==> src/rtl/bcd_pkg.sv <==
// Shared constants for the multiplexed BCD display scanner: segment codes
// in gfedcba order and the scan FSM state encoding.
package bcd_pkg;

    localparam logic [6:0] SEG_0    = 7'h3F;
    localparam logic [6:0] SEG_1    = 7'h06;
    localparam logic [6:0] SEG_2    = 7'h5B;
    localparam logic [6:0] SEG_3    = 7'h4F;
    localparam logic [6:0] SEG_4    = 7'h66;
    localparam logic [6:0] SEG_5    = 7'h6D;
    localparam logic [6:0] SEG_6    = 7'h7D;
    localparam logic [6:0] SEG_7    = 7'h07;
    localparam logic [6:0] SEG_8    = 7'h7F;
    localparam logic [6:0] SEG_9    = 7'h6F;
    localparam logic [6:0] SEG_DASH = 7'h40;
    localparam logic [6:0] SEG_OFF  = 7'h00;

    // BLANK: all digits off between digits; SHOW: one digit driven.
    typedef enum logic {
        BLANK = 1'b0,
        SHOW  = 1'b1
    } scan_state_e;

endpackage

==> src/rtl/bcd_seg7.sv <==
// Combinational BCD nibble to 7-segment decoder (gfedcba, active-high).
// Non-decimal nibbles A-F show a dash.
module bcd_seg7
    import bcd_pkg::*;
(
    input  logic [3:0] nib,
    output logic [6:0] seg
);

    // Table lookup; anything outside 0-9 falls through to the dash.
    always_comb begin
        seg = SEG_DASH;
        case (nib)
            4'd0:    seg = SEG_0;
            4'd1:    seg = SEG_1;
            4'd2:    seg = SEG_2;
            4'd3:    seg = SEG_3;
            4'd4:    seg = SEG_4;
            4'd5:    seg = SEG_5;
            4'd6:    seg = SEG_6;
            4'd7:    seg = SEG_7;
            4'd8:    seg = SEG_8;
            4'd9:    seg = SEG_9;
            default: seg = SEG_DASH;
        endcase
    end

endmodule

==> src/rtl/bcd_scan_ctrl.sv <==
// Time-multiplexed scan controller for an NDIG-digit common-anode display.
// Loads land in a shadow register and are committed to the displayed value
// only at the frame boundary, so a frame never mixes old and new digits.
//
// Handshake: load is a single-cycle request that is always accepted; data is
// captured at the clock edge where load is high and load_ack pulses for one
// cycle afterwards. There is no back-pressure; a later load overwrites the
// shadow value and is acknowledged on its own.
module bcd_scan_ctrl
    import bcd_pkg::*;
#(
    parameter int NDIG      = 4,
    parameter int DIV       = 1000,
    parameter int BLANK_CYC = 2
) (
    input  logic              clk,
    input  logic              rst,
    input  logic              load,
    input  logic [4*NDIG-1:0] data,
    input  logic [NDIG-1:0]   dp_sel,
    input  logic              lz_en,
    output logic              load_ack,
    output logic [7:0]        disp,
    output logic [NDIG-1:0]   an,
    output logic              frame_end
);

    localparam int IDX_W = $clog2(NDIG);
    localparam int T_MAX = (DIV > BLANK_CYC) ? DIV : BLANK_CYC;
    localparam int T_W   = $clog2(T_MAX + 1);

    localparam logic [T_W-1:0]   DIV_LAST   = T_W'(DIV - 1);
    localparam logic [T_W-1:0]   BLANK_LAST = T_W'(BLANK_CYC - 1);
    localparam logic [IDX_W-1:0] IDX_LAST   = IDX_W'(NDIG - 1);

    scan_state_e       state_q, state_d;
    logic [T_W-1:0]    timer_q, timer_d;
    logic [IDX_W-1:0]  idx_q, idx_d;
    logic [4*NDIG-1:0] shadow_q, shadow_d;
    logic [4*NDIG-1:0] active_q, active_d;
    logic              pending_q, pending_d;
    logic              load_ack_q, load_ack_d;
    logic              frame_end_q, frame_end_d;
    logic [7:0]        disp_q, disp_d;
    logic [NDIG-1:0]   an_q, an_d;

    logic [3:0]        nib;
    logic [6:0]        seg;
    logic [NDIG-1:0]   lz_mask;
    logic              zero_run;

    // Scan FSM: BLANK for BLANK_CYC cycles, SHOW for DIV cycles, then next digit.
    always_comb begin
        state_d = state_q;
        timer_d = timer_q + T_W'(1);
        idx_d   = idx_q;
        case (state_q)
            BLANK: begin
                if (timer_q == BLANK_LAST) begin
                    state_d = SHOW;
                    timer_d = '0;
                end
            end
            SHOW: begin
                if (timer_q == DIV_LAST) begin
                    state_d = BLANK;
                    timer_d = '0;
                    idx_d   = (idx_q == IDX_LAST) ? '0 : idx_q + IDX_W'(1);
                end
            end
            default: begin
                state_d = BLANK;
                timer_d = '0;
            end
        endcase
    end

    // Load capture and frame-boundary commit; the commit reads the shadow
    // value held before this edge, so a coincident load stays pending.
    always_comb begin
        shadow_d   = shadow_q;
        active_d   = active_q;
        pending_d  = pending_q;
        load_ack_d = load;
        if (frame_end_q && pending_q) begin
            active_d  = shadow_q;
            pending_d = 1'b0;
        end
        if (load) begin
            shadow_d  = data;
            pending_d = 1'b1;
        end
    end

    // Leading-zero mask: digit i is blankable when it and all digits above are zero.
    always_comb begin
        zero_run = 1'b1;
        lz_mask  = '0;
        for (int i = NDIG - 1; i >= 1; i--) begin
            zero_run   = zero_run & (active_q[4*i +: 4] == 4'd0);
            lz_mask[i] = zero_run;
        end
    end

    // Select the nibble for the digit about to be driven into the shared decoder.
    always_comb begin
        nib = active_q[{idx_d, 2'b00} +: 4];
    end

    bcd_seg7 u_seg7 (
        .nib (nib),
        .seg (seg)
    );

    // Registered outputs follow the next state so they line up with state_q.
    always_comb begin
        an_d        = '1;
        disp_d      = 8'h00;
        frame_end_d = (state_d == SHOW) && (idx_d == IDX_LAST) && (timer_d == DIV_LAST);
        if (state_d == SHOW) begin
            an_d   = ~(NDIG'(1) << idx_d);
            disp_d = {dp_sel[idx_d], (lz_en && lz_mask[idx_d]) ? SEG_OFF : seg};
        end
    end

    // State and output registers with asynchronous clear.
    always_ff @(posedge clk or posedge rst) begin
        if (rst) begin
            state_q     <= BLANK;
            timer_q     <= '0;
            idx_q       <= '0;
            shadow_q    <= '0;
            active_q    <= '0;
            pending_q   <= 1'b0;
            load_ack_q  <= 1'b0;
            frame_end_q <= 1'b0;
            disp_q      <= 8'h00;
            an_q        <= '1;
        end else begin
            state_q     <= state_d;
            timer_q     <= timer_d;
            idx_q       <= idx_d;
            shadow_q    <= shadow_d;
            active_q    <= active_d;
            pending_q   <= pending_d;
            load_ack_q  <= load_ack_d;
            frame_end_q <= frame_end_d;
            disp_q      <= disp_d;
            an_q        <= an_d;
        end
    end

    assign load_ack  = load_ack_q;
    assign frame_end = frame_end_q;
    assign disp      = disp_q;
    assign an        = an_q;

endmodule

==> config.mk <==
export PLATFORM = sky130hd
export DESIGN_NAME = bcd_scan_ctrl
export DESIGN_NICKNAME = d
export VERILOG_FILES = /design/src/rtl/bcd_pkg.sv /design/src/rtl/bcd_seg7.sv /design/src/rtl/bcd_scan_ctrl.sv
export SDC_FILE = /design/constraint.sdc
export NUM_CORES = 1
export LEC_CHECK = 0
export BUFFER_PORTS_ARGS = -buffer_cell sky130_fd_sc_hd__buf_4
export CORE_MARGIN = 2
export CORE_UTILIZATION = 25
export DETAILED_ROUTE_END_ITERATION = 7
export HOLD_SLACK_MARGIN = 0.12
export SLEW_MARGIN = 20
export SYNTH_ARGS = -nofsm -noshare
export SYNTH_HDL_FRONTEND = slang
export SYNTH_SLANG_ARGS = --single-unit
==> constraint.sdc <==
create_clock -name clk -period 6.3 [get_ports clk]
set_input_delay 0.945 -clock clk [delete_from_list [all_inputs] [get_ports clk]]
set_output_delay 0.945 -clock clk [all_outputs]
set_load 0.01 [all_outputs]
Yosys cells after proc, flatten, opt, wreduce, memory -nomap -nowiden

Memory sizes are Yosys's and may differ from the RTL's.
Cells that the tools add are included.

Memories kept: 1
Logic and storage cells: 51
Register bits after elaboration: 60
ROM bits: 112
Output and inout port bits: 14

Equality and inequality tests: 5
Bitwise gates (word level): 4
Mux-type cells: 18
Order comparisons: 1
Reductions and logical operators: 8
Shift operators: 2
$add $sub $neg: 2

Memories:

| memory          | depth | bits a word | rd ports | clocked after Yosys merged registers in | write ports | RTL line       | text |
|---|---|---|---|---|---|---|---|
| (no name shown) | 16    | 7           | 1        | 0                                       | 0           | bcd_seg7.sv:13 | `case (nib)` |

Operators by type and width:

| operator                                              | count |
|---|---|
| equality test 10 bit (second input constant)          | 2 |
| 2-to-1 mux 10 bit                                     | 2 |
| case mux 10 bit (2 select lines)                      | 1 |
| indexed part select 16 x 5 -> 4 bit                   | 1 |
| zero test 4 bit                                       | 3 |
| adder 10 x 1 -> 10 bit (second input constant)        | 1 |
| equality test 10 x 1 -> 1 bit (second input constant) | 1 |
| 2-to-1 mux 8 bit                                      | 1 |
| 2-to-1 mux 7 bit                                      | 1 |
| 2-to-1 mux 1 bit                                      | 6 |
| 2-to-1 mux 2 bit                                      | 3 |
| binary-select mux 1 bit (select 2 bit)                | 2 |
| equality test 2 bit (second input constant)           | 2 |
| logical AND 1 bit                                     | 4 |
| 2-to-1 mux 4 bit                                      | 1 |
| inverter 4 bit                                        | 1 |
| left shift 1 x 2 -> 4 bit (first input constant)      | 1 |
| < comparator 2 x 3 -> 1 bit (second input constant)   | 1 |
| adder 2 x 1 -> 2 bit (second input constant)          | 1 |
| bitwise AND 1 bit                                     | 2 |
| case mux 1 bit (2 select lines)                       | 1 |
| nonzero test 2 bit                                    | 1 |
| inverter 1 bit                                        | 1 |

Depth between registers and ports, before layout

Word-level depth: 9
Depth in mapped cells: 8
Depth with buffers taken out: 8

Hierarchy

A second synthesis with hierarchy kept.

Cell total of the unflattened synthesis: 234
Area total of the unflattened synthesis: 2879.0 µm²

By module, submodules not included:

| module        | cells an instance | sequential area each (µm²) | times used | area an instance (µm²) |
|---|---|---|---|---|
| bcd_scan_ctrl | 205               | 1506.4                     | 1          | 2653.8 |
| bcd_seg7      | 29                | 0.0                        | 1          | 225.2 |

Least setup slack after synthesis

OpenSTA, ideal clock, no wires.

Path kind: register to register
From: reg idx_q[1]
To: reg disp_q[3], in the netlist disp[3]
Stages on the path, launching flop included: 7
Path slack: 3992 ps
Clock period less this slack: 2308 ps
Required time: 6213 ps
Setup time: 87 ps
Arrival time: 2221 ps
Cells stage by stage: dfrtp_1 -> ha_1 -> mux4_2 -> mux2_4 -> nand2b_2 -> a21o_1 -> a211oi_2

Longest elaborated chain between the ends: 9
Elaborated cells between the ends (all ways): 12
Classes of those cells: add/sub (1); eq/ne (1); shift (1); mux (7); reduce/logical (1); memory (1)

RTL lines:

| what                                                               | RTL line             | text |
|---|---|---|
| from (decl)                                                        | bcd_scan_ctrl.sv:38  | `logic [IDX_W-1:0] idx_q, idx_d;` |
| from (signal assigned)                                             | bcd_scan_ctrl.sv:142 | `idx_q <= idx_d;` |
| adder 2 x 1 -> 2 bit / equality test 2 bit (equally long branches) | bcd_scan_ctrl.sv:68  | `idx_d = (idx_q == IDX_LAST) ? '0 : idx_q + IDX_W'(1);` |
| 2-to-1 mux 2 bit                                                   | bcd_scan_ctrl.sv:68  |  |
| 2-to-1 mux 2 bit                                                   | bcd_scan_ctrl.sv:65  | `if (timer_q == DIV_LAST) begin` |
| 2-to-1 mux 2 bit (*)                                               | bcd_scan_ctrl.sv:57  | `case (state_q)` |
| branches (longest 3 deep; another with memory (16 x 7 bit))        | n/a                  |  |
| 2-to-1 mux 7 bit (*)                                               | bcd_scan_ctrl.sv:122 | `disp_d = {dp_sel[idx_d], (lz_en && lz_mask[idx_d]) ? SEG_OFF : seg};` |
| 2-to-1 mux 8 bit (*)                                               | bcd_scan_ctrl.sv:120 | `if (state_d == SHOW) begin` |
| named net disp_d[3]                                                | bcd_scan_ctrl.sv:44  | `logic [7:0] disp_q, disp_d;` |
| to (signal assigned)                                               | bcd_scan_ctrl.sv:148 | `disp_q <= disp_d;` |
| to (decl)                                                          | bcd_scan_ctrl.sv:44  |  |

Mark *: on every way through the listed nets, which the timed path passes. The select of a mux whose other input is x is not followed.
A chain may end at the register's enable or synchronous reset.

Final worst setup path

From: reg idx_q[0]
To: reg disp_q[3], in the netlist disp[3]

Same word-level chain as after synthesis.

==> results.yml <==
pwr:
  p_sw_frac: 0.242
  share_comb_of_total_power: 0.046
  p_switching_w: 0.000179
  p_int_w: 0.000560
  clkPwrFrac: 0.411
  vdd_drop_max_mv: 0.0949
  power_density_mw_per_mm2: 220
  seqPwrFrac: 0.543
  p_leak_nw: 1.56
clock_network:
  root_buffer: "clkbuf_8"
  cts_sinks: 60
  numCtsBuffers: 9
  ctsResizeCount: 0
  clock_latency_ps: 350
  path_clk_slew_ps: 80
  postCtsSetupRepairBufs: 0
  cts_tree: "built"
  htree_levels: 3
  ctsHoldBuffers: 0
  clock_path_buffers: 2
sta:
  fin_crit_ps: 2510
  skew_ps: 10.7
  final-hold-violation-count: 0
  drv_slew: 0
  min_period_over_period: 0.399
  fin_tns_setup_ps: 0
  slew_headroom: 0.510
  layout_setup_ws_ps: 3790
  worst_slew_pin_slew_ps: 734
  rsz0062_at_grt: "no"
  clock.fmax_mhz: 398
  setup_viol: 0
floorplan:
  dieHeight_um: 109
  die_w_um: 109
  dieArea_mm2: 0.0118
  initial_core_util: 0.254
  fp.coreArea_mm2: 0.0107
  rows: 38
  ios: 38
synth:
  yosysMostFrequentCell: "dfrtp_1"
  ys_seq_area_frac: 0.551
  synth_common_cells: "dfrtp_1 (56), mux2_2 (34), nor2_1 (13), nand2_1 (12), nand3_1 (9)"
  synth_flop_cell: "dfrtp_1"
  async_flop_share: 1.00
  ys_warn_count: 0
  synth_cells: 202
  yosysTopAreaCell: "dfrtp_1"
  synth-seq-cells: 60
  synth-edff-count: 0
  synth_area_mm2: 0.00273
  synth_fp_nets: 230
  synth_cell_types: 39
  synth.area.top_cells: "dfrtp_1 (51%), mux2_2 (14%), mux4_2 (5.8%)"
  avgSynthCellArea_um2: 13.5
  synth_top_area_frac: 0.513
place:
  post_dp_cell_area_mm2: 0.00318
  dp_hpwl_um: 3810
  numPortBuffers: 37
  gp_congestion: 0.787
  post-place-ws_ps: 3830
route:
  viasPerCell: 4.44
  drcViolationCount: 0
  drt_wl_total_um: 5160
  routedWlPerCell_um: 13.1
  ant_nets: 0
  via_count: 1743
  first_pass_iters: 4
  drtIter0Drc: 73
worst_setup_path:
  startpoint: "idx_q[0]"
  crit_end: "disp[3]"
  start_kind: "register"
  crit_fanout: 7
  required_ps: 6550
  reg2reg_depth: 6
  critPathArrivalTime_ps: 2770
  worstSetupPathType: "reg -> reg"
  r2r-end: "disp[3]"
  r2r-start: "idx_q[0]"
  r2r_slack_ps: 3790
  end_kind: "register"
hold_path:
  hold_path_class: "reg -> reg"
global_routing:
  grt_pass1_wl_um: 8810
  grt_max_degree: 61
  antenna_found_initial: 0
  grt_pass1_vias: 1791
  grt_usage: 0.0975
  grt-ovfl-total: 0
run_status:
  status: "completed"
final_layout:
  drive_above_1_share: 0.451
  post-route-util: 0.313
  fill_cells: 1136
  fin_nets: 276
  finish.instance_area_mm2: 0.00336
  antenna_cells: 0
  area_delta_synth_final_pct: 22.9
run:
  maxCapViolations: 0
kinds of logic after synthesis:
logic type,synth area share
flops,0.551
simple gates,0.108
mux,0.237
compound gates,0.0476
buf+inv,0.0151
xor+xnor,0.0224
fa+ha+maj,0.0183
worst min path at each step:
stage / slack [ps] / end / start / cells past startpoint
2_1_floorplan: 450 / pending_q / pending_q / 1
3_3_place_gp: 460 / pending_q / pending_q / 1
3_5_place_dp: 470 / pending_q / pending_q / 1
4_1_cts: 480 / pending_q / pending_q / 1
5_1_grt: 520 / pending_q / pending_q / 1
6_report: 480 / pending_q / pending_q / 1
flip-flops by register name, indices dropped and copies added, names as in the netlist:
signal,cells
active_q,16
an,4
disp,8
frame_end,1
idx_q,2
load_ack,1
pending_q,1
shadow_q,16
state_q,1
timer_q,10
layout make-up:
type                            count  area, µm²  share of cell area
Clock buffer                        9        124              0.0369
Clock inverter                      7       52.6              0.0156
Inverter                            8       30.0             0.00894
Multi-Input combinational cell    131       1180               0.353
Sequential cell                    60       1510               0.449
Tap cell                          140        175              0.0522
Timing Repair Buffer               38        285              0.0849
worst max-delay path: stages, from the launching register on:
cell	delay (ps)
dfrtp_1	490
ha_1	470
mux4_2	540
mux2_4	300
nand2b_2	230
a21o_1	210
a211oi_2	180
power by group through the flow:
| stage | logic [W] | clock network [W] | registers [W] |
|---|---|---|---|
| 2_1_floorplan | 0.0000191 | 0 | 0.000407 |
| 3_3_place_gp | 0.0000349 | 0 | 0.000409 |
| 3_5_place_dp | 0.0000356 | 0 | 0.000409 |
| 4_1_cts | 0.0000358 | 0.000317 | 0.000402 |
| 5_1_grt | 0.0000389 | 0.000337 | 0.000403 |
| 6_report | 0.0000342 | 0.000304 | 0.000401 |
through the flow:
stage / instances / hold WS [ps] / power [W]
detailed placement: 377 / 466 / 0.000445
finish: 393 / 477 / 0.000739
floorplan: 202 / 450 / 0.000426
CTS: 393 / 481 / 0.000754
global route: 393 / 517 / 0.000779
global placement: 377 / 459 / 0.000444
routing by layer:
layer / vias up / GRT usage / share of wire
met5: - / 0 / 0
met2: 42 / 0.146 / 0.46
li1: 831 / - / -
met1: 861 / 0.129 / 0.47
met3: 9 / 0.0271 / 0.050
met4: 0 / 0.0495 / 0.019
placed cells by master, fill, tap and decap left out, types with 2 or more instances in the layout:
master / instances
ha_1: 4
dfrtp_1: 56
mux2i_1: 4
a21oi_1: 5
mux2_2: 34
clkbuf_8: 9
mux4_1: 2
o21ai_2: 2
a21o_1: 2
and3_2: 2
inv_1: 5
and3_1: 2
clkinv_2: 2
mux4_2: 7
xor2_1: 2
xnor2_1: 5
clkinv_4: 3
and2_1: 2
nor4_1: 4
nor2_1: 13
nor2b_1: 2
buf_4: 38
o21ai_0: 3
dfstp_2: 4
inv_2: 3
nor4b_1: 2
nand3_1: 9
nand2_1: 12
Note: power is estimated with default switching activity, not from simulation.
